$ cat src/rtl/camera_pixel_capture.sv
`default_nettype none
// ============================================================================
//  Module   : camera_pixel_capture
//  Purpose  : Samples the OV7670 RGB565 byte stream (two bytes per pixel),
//             packs each pixel to RGB332 and generates X/Y addresses plus a
//             one-cycle write strobe for the dual-port frame buffer. Reports
//             frame completion and geometry overflow.
//  Options  : CAPTURE_TEST_PATTERN_EN - replace camera pixels with a
//             red/blue/white vertical bar pattern (timing unchanged).
//  Revision : 1.0 - initial release
// ============================================================================
module camera_pixel_capture #(
  parameter int SCREEN_WIDTH  = 176,
  parameter int SCREEN_HEIGHT = 144
) (
  input  logic       CLK,
  input  logic       RESET_N,
  input  logic       VSYNC,
  input  logic       HREF,
  input  logic [7:0] CAM_DATA,
  output logic [7:0] PIXEL_OUT,
  output logic [9:0] X_ADDR,
  output logic [9:0] Y_ADDR,
  output logic       W_EN,
  output logic       FRAME_DONE,
  output logic       OVERFLOW
);

  localparam logic [9:0] c_width  = 10'(SCREEN_WIDTH);
  localparam logic [9:0] c_height = 10'(SCREEN_HEIGHT);

  typedef enum logic [1:0] {
    WAIT_FRAME = 2'd0,
    VBLANK     = 2'd1,
    ACTIVE     = 2'd2
  } state_t;

  state_t      r_state;
  state_t      w_state_next;
  logic        w_frame_end;

  logic [9:0]  r_x;
  logic [9:0]  r_y;
  logic        r_phase;
  logic [5:0]  r_byte1;     // {R[4:2], G[5:3]} of the first byte
  logic        r_href_d;
  logic        r_line_px;   // current line completed at least one pixel
  logic        r_frame_px;  // current frame wrote at least one pixel

  logic [7:0]  r_pixel;
  logic [9:0]  r_x_addr;
  logic [9:0]  r_y_addr;
  logic        r_w_en;
  logic        r_frame_done;
  logic        r_overflow;

  logic        w_line_end;
  logic        w_x_ok;
  logic        w_y_ok;
  logic [9:0]  w_x_inc;
  logic [9:0]  w_y_inc;
  logic [7:0]  w_pixel;

  assign w_line_end = r_href_d & ~HREF;
  assign w_x_ok     = (r_x < c_width);
  assign w_y_ok     = (r_y < c_height);
  // Counters saturate at the screen limit so they can never wrap back
  // into the visible area on oversized input.
  assign w_x_inc    = w_x_ok ? (r_x + 10'd1) : c_width;
  assign w_y_inc    = w_y_ok ? (r_y + 10'd1) : c_height;

`ifdef CAPTURE_TEST_PATTERN_EN
  // Bars compare 3*X against the width so the thirds split exactly even
  // when the width is not divisible by three.
  logic [11:0] w_x3;
  assign w_x3 = {2'b00, r_x} * 12'd3;

  // Vertical bar pattern selected by the current column.
  always_comb begin
    w_pixel = 8'hFF;
    if (w_x3 < 12'(SCREEN_WIDTH)) begin
      w_pixel = 8'hE0;
    end else if (w_x3 < 12'(2 * SCREEN_WIDTH)) begin
      w_pixel = 8'h03;
    end
  end
`else
  // RGB565 -> RGB332: keep the top bits of each colour channel.
  assign w_pixel = {r_byte1[5:3], r_byte1[2:0], CAM_DATA[4:3]};
`endif

  // Frame state register.
  always_ff @(posedge CLK or negedge RESET_N) begin
    if (!RESET_N) begin
      r_state <= WAIT_FRAME;
    end else begin
      r_state <= w_state_next;
    end
  end

  // Next-state decode; flags the end of a frame that wrote pixels.
  always_comb begin
    w_state_next = r_state;
    w_frame_end  = 1'b0;
    case (r_state)
      WAIT_FRAME: if (VSYNC) w_state_next = VBLANK;
      VBLANK:     if (!VSYNC) w_state_next = ACTIVE;
      ACTIVE: begin
        if (VSYNC) begin
          w_state_next = VBLANK;
          w_frame_end  = r_frame_px;
        end
      end
      default:    w_state_next = WAIT_FRAME;
    endcase
  end

  // Byte pairing, address counters, write strobe and status flags.
  always_ff @(posedge CLK or negedge RESET_N) begin
    if (!RESET_N) begin
      r_x          <= 10'd0;
      r_y          <= 10'd0;
      r_phase      <= 1'b0;
      r_byte1      <= 6'd0;
      r_href_d     <= 1'b0;
      r_line_px    <= 1'b0;
      r_frame_px   <= 1'b0;
      r_pixel      <= 8'd0;
      r_x_addr     <= 10'd0;
      r_y_addr     <= 10'd0;
      r_w_en       <= 1'b0;
      r_frame_done <= 1'b0;
      r_overflow   <= 1'b0;
    end else begin
      r_w_en       <= 1'b0;
      r_frame_done <= w_frame_end;
      r_href_d     <= HREF;
      case (r_state)
        VBLANK: begin
          r_x        <= 10'd0;
          r_y        <= 10'd0;
          r_phase    <= 1'b0;
          r_line_px  <= 1'b0;
          r_frame_px <= 1'b0;
          r_overflow <= 1'b0;
        end
        ACTIVE: begin
          // Bytes arriving alongside a rising VSYNC belong to blanking.
          if (!VSYNC) begin
            if (HREF) begin
              if (!r_phase) begin
                r_byte1 <= {CAM_DATA[7:5], CAM_DATA[2:0]};
                r_phase <= 1'b1;
              end else begin
                r_phase   <= 1'b0;
                r_line_px <= 1'b1;
                r_x       <= w_x_inc;
                if (w_x_ok && w_y_ok) begin
                  r_w_en     <= 1'b1;
                  r_pixel    <= w_pixel;
                  r_x_addr   <= r_x;
                  r_y_addr   <= r_y;
                  r_frame_px <= 1'b1;
                end else begin
                  r_overflow <= 1'b1;
                end
              end
            end else if (w_line_end) begin
              // An odd trailing byte is dropped by forcing phase 0.
              r_phase   <= 1'b0;
              r_x       <= 10'd0;
              r_line_px <= 1'b0;
              if (r_line_px) begin
                r_y <= w_y_inc;
              end
            end
          end
        end
        default: ;
      endcase
    end
  end

  assign PIXEL_OUT  = r_pixel;
  assign X_ADDR     = r_x_addr;
  assign Y_ADDR     = r_y_addr;
  assign W_EN       = r_w_en;
  assign FRAME_DONE = r_frame_done;
  assign OVERFLOW   = r_overflow;

endmodule
`default_nettype wire

$ cat config.mk
export PLATFORM = sky130hd
export DESIGN_NAME = camera_pixel_capture
export DESIGN_NICKNAME = d
export VERILOG_FILES = /design/src/rtl/camera_pixel_capture.sv
export SDC_FILE = /design/constraint.sdc
export NUM_CORES = 1
export LEC_CHECK = 0
export CAP_MARGIN = 20
export CORE_ASPECT_RATIO = 1.1
export CORE_MARGIN = 1
export CORE_UTILIZATION = 48
export CTS_CLUSTER_DIAMETER = 200
export DETAILED_ROUTE_END_ITERATION = 10
export PLACE_DENSITY = 0.74
export SYNTH_ARGS = -nofsm -noshare
export SYNTH_HDL_FRONTEND = slang
export SYNTH_SLANG_ARGS = --single-unit
$ cat constraint.sdc
create_clock -name CLK -period 1.9 [get_ports CLK]
set_input_delay 0.19 -clock CLK [delete_from_list [all_inputs] [get_ports CLK]]
set_output_delay 0.19 -clock CLK [all_outputs]
set_load 0.03 [all_outputs]
==> PnR_summary.wiki, run 1 <==
{| class="wikitable"
! Metric !! Value
|-
| Final instance area || 3560 um^2
|-
| FF+latch area || approximately 1600 um^2
|-
| Worst Setup Start Kind || register
|-
| Slew of the pin with the lowest slew margin || about 0.42 ns
|-
| Nets || around 290
|-
| Post-synthesis instance total || slightly above 200
|-
| Area of the placeable core || 5400 um^2
|-
| Proportion of power drawn by flip-flops and latches || between 50% and 60%
|-
| Number of global-route vias before repair || 1,910
|-
| Routed WL || 5200 um
|-
| Die ar. || 5920 um^2
|-
| Clock latency on the worst-skew pair || 0.33 ns
|-
| Cell types occupying the most area after synthesis || sky130_fd_sc_hd__dfrtp_1 58%, sky130_fd_sc_hd__mux2_2 11%, sky130_fd_sc_hd__mux2_4 2.8%
|-
| Top flip-flop cell by instance count after synthesis || sky130_fd_sc_hd__dfrtp_1
|-
| Final Hold Slack || between 0.4 and 0.5 ns
|-
| Min Tclk post-route || 1.84 ns
|-
| Largest net degree at the start of global routing || 64
|-
| Top-Level Pins || 43
|-
| Count of max-cap constraint violations || 0
|-
| Clock tree sinks || between 60 and 70
|-
| Final standard cell utilization of the core || roughly 66%
|-
| Violation count after the first detailed-routing iteration || between 70 and 80
|-
| DRC || 0
|-
| Final count of hold timing violations || 0
|-
| Internal Pwr Total || about 2.1 mW
|-
| Post-placement cell count || ~340
|-
| H-tree Lvls || 3
|-
| Clk network pwr share || around 37%
|-
| Slew headroom || a little under three quarters
|-
| Total half-perimeter wirelength after legalization and detailed placement || between 3000 and 4000 um
|-
| Yosys top cell by area || sky130_fd_sc_hd__dfrtp_1
|-
| Syn avg cell area || around 13 um^2
|-
| Number of enable flip-flop cells after synthesis || 0
|-
| Vert. Die Dim || around 81 um
|-
| Peak fanout along the critical path || 17
|-
| Unique masters post-synth || 45
|-
| Effective utilization at floorplan || ~50%
|-
| Port Buffer Count || between 40 and 50
|-
| Achievable clock frequency || about 540 MHz
|-
| Area growth syn-to-layout || 31.8%
|-
| Number of setup violations in the final report || 0
|-
| Fillcell total || around 430
|-
| DR vias || approximately 1,900
|-
| Clock Tree Root || sky130_fd_sc_hd__clkbuf_8
|-
| Psw || about 0.63 mW
|-
| Routability-driven placement congestion ratio || approximately 0.76
|-
| Power density over cell area || about 760 nW/um^2
|-
| RSZ-0062 raised after global routing || true
|-
| Post-synth net total || ~220
|-
| Buffer depth of the longest clock path || 2
|-
| Antenna diode instance count || 0
|-
| Post-detailed-placement cell area || 3360 um^2
|-
| Least setup slack across all paths after layout || around 0.056 ns
|-
| Pleak || 1.69 nW
|-
| Worst Setup End Kind || register
|-
| Number of CTS-inserted buffers || 9
|-
| Setup clock skew after layout || between 0.009 and 0.01 ns
|-
| Avg Vias per Cell || 5.34
|-
| Fraction of post-synthesis cell area in the top cell type by area || about three fifths
|-
| Share of the clock period used by the worst path || a little over nine tenths
|-
| Arrival time at the worst endpoint || 2.06 ns
|-
| Critical path class || register to register
|-
| Max rail drop VDD || about 0.00056 V
|-
| Post-Synthesis Cell Area || about 2700 um^2
|-
| Power share of the combinational group || approximately a tenth
|-
| Post-synthesis register bit count || 63
|-
| Total overflow reported by the global router || 0
|-
| Switching power share of the total || a little under a quarter
|-
| Total number of yosys warnings || 0
|-
| Final cell count without fillers || roughly 350
|-
| Setup slack after placement || -0.217 ns
|-
| Die X || roughly 73 um
|-
| Global-route wire length before repair || between 8000 and 9000 um
|-
| Clock tree from TritonCTS || yes
|-
| Sequential cell area fraction in the yosys report || 58.4%
|-
| # Post-CTS Setup Buffers || 0
|-
| Crit path required time || 2.11 ns
|-
| Post-detailed-route count of antenna-violating nets || 0
|-
| Clock slew at the register clock pins of the worst setup and hold paths || around 0.07 ns
|-
| Most instantiated cells after synthesis || 63 x sky130_fd_sc_hd__dfrtp_1, 27 x sky130_fd_sc_hd__mux2_2, 10 x sky130_fd_sc_hd__a21oi_1, 10 x sky130_fd_sc_hd__nand2_1, 7 x sky130_fd_sc_hd__a22o_1
|-
| Number of max-slew violations in the final report || 0
|-
| Share of cells above drive strength 1 || between 20% and 30%
|-
| Average wire per standard cell || ~15 um
|-
| Share of synthesized registers carrying an async set or reset || between 90% and 100%
|-
| Count of standard-cell rows || 28
|-
| Status || completed
|-
| Path class of the lowest-slack min-delay path || input port to async pin
|-
| DR pass1 iterations || 4
|-
| Combined area of the multi-input logic cells || between 1000 and 1500 um^2
|-
| All-Layer GR Usage || between 20% and 30%
|-
| Antenna violations before repair || 0
|-
| Dominant cell by count in the synthesized netlist || sky130_fd_sc_hd__dfrtp_1
|}
==> placed cells by master (no fill, tap or decap), types with 4 or more instances in the layout <==
| cell type | instances |
|---|---|
| sky130_fd_sc_hd__a31oi_1 | 4 |
| sky130_fd_sc_hd__clkdlybuf4s50_1 | 41 |
| sky130_fd_sc_hd__nand2_1 | 10 |
| sky130_fd_sc_hd__clkbuf_8 | 11 |
| sky130_fd_sc_hd__dfrtp_1 | 62 |
| sky130_fd_sc_hd__a21oi_1 | 10 |
| sky130_fd_sc_hd__buf_4 | 21 |
| sky130_fd_sc_hd__o21ai_0 | 5 |
| sky130_fd_sc_hd__nor2_1 | 6 |
| sky130_fd_sc_hd__a22o_1 | 7 |
| sky130_fd_sc_hd__and2_1 | 5 |
| sky130_fd_sc_hd__mux2_2 | 27 |
| sky130_fd_sc_hd__mux2_4 | 5 |
| sky130_fd_sc_hd__nor2b_1 | 6 |
==> logic make-up (layout without fill, tap and decap cells) <==
family | after synthesis | in the layout | synth area share [%]
and+or+nand+nor | 49 | 49 | 10.4
AOI/OAI and AO/OA | 46 | 46 | 12.8
muxes | 33 | 33 | 14.4
DFF | 63 | 63 | 58.4
buffers and inverters | 11 | 86 | 2.97
adders and majority gates | 2 | 2 | 0.927
==> area by class of cell <==
class | count | area share [%]
Clock inverter | 3 | 0.493
Sequential cell | 63 | 44.4
Clock buffer | 13 | 4.47
Tap cell | 75 | 2.64
Multi-Input combinational cell | 130 | 29.6
Inverter | 3 | 0.317
Timing Repair Buffer | 67 | 18.1
==> critical path, stage by stage (launching register included) <==
cell,delay (ns)
sky130_fd_sc_hd__dfrtp_1,0.38
sky130_fd_sc_hd__or2_4,0.27
sky130_fd_sc_hd__a2111oi_4,0.34
sky130_fd_sc_hd__and2_4,0.23
sky130_fd_sc_hd__buf_12,0.15
sky130_fd_sc_hd__mux2_2,0.34
==> flip-flops by register name, summed over array words and instances (netlist names) <==
register,count
W_EN,1
PIXEL_OUT,8
r_x,10
r_line_px,1
r_y,10
FRAME_DONE,1
OVERFLOW,1
r_frame_px,1
r_phase,1
r_href_d,1
Y_ADDR,10
r_byte1,6
r_state,2
X_ADDR,10
==> power groups by stage <==
stage,sequential [mW],combinational [mW],clock [mW]
2_1_floorplan,1.48,0.104,0
3_3_place_gp,1.46,0.248,0
3_5_place_dp,1.47,0.255,0
4_1_cts,1.44,0.257,1.05
5_1_grt,1.45,0.279,1.11
6_report,1.44,0.253,1.01
==> routing by layer <==
metal | global-route usage, % | up-vias | part of all wire [%]
met5 | 0 | - | 0
met4 | 9.04 | 0 | 1.8
met3 | 7.53 | 9 | 5.1
met2 | 32.6 | 55 | 49
met1 | 25.6 | 934 | 44
li1 | - | 892 | -
==> stage by stage <==
| stage | TNS, ns | total power, mW |
|---|---|---|
| 2_1_floorplan | -0.856 | 1.59 |
| 3_3_place_gp | -4.01 | 1.71 |
| 3_5_place_dp | -5.06 | 1.72 |
| 4_1_cts | 0 | 2.75 |
| 5_1_grt | -0.0217 | 2.84 |
| 6_report | 0 | 2.71 |
==> path summary, 6_finish.rpt <==
kind,from,end,slack [ns],cells after the start
setup / recovery,r_x[8],Y_ADDR[6],0.06,5
hold / removal,RESET_N,X_ADDR[9],0.40,3
setup reg to reg,r_x[8],Y_ADDR[6],0.06,5
hold reg to reg,r_frame_px,r_frame_px,0.48,1
max in group asynchronous,RESET_N,r_state[1],1.23,3
min in group CLK,CAM_DATA[4],PIXEL_OUT[1],0.47,2
==> what timing repair did <==
action | CTS | global route
hold buffers | 1 | 0
gates resized for setup | 0 | 2
hold endpoints to repair | 63 | 0
setup endpoints to repair | 0 | 19
No activity file was read; power rests on OpenSTA's default activity.
==> run 2, diff against run 1 <==
CAP_MARGIN = 15   (was 20)
GPL_ROUTABILITY_DRIVEN = 0   (was not set)
==> results of run 2 <==
No change in the layout: final DEF, timing and power equal those of run 1.
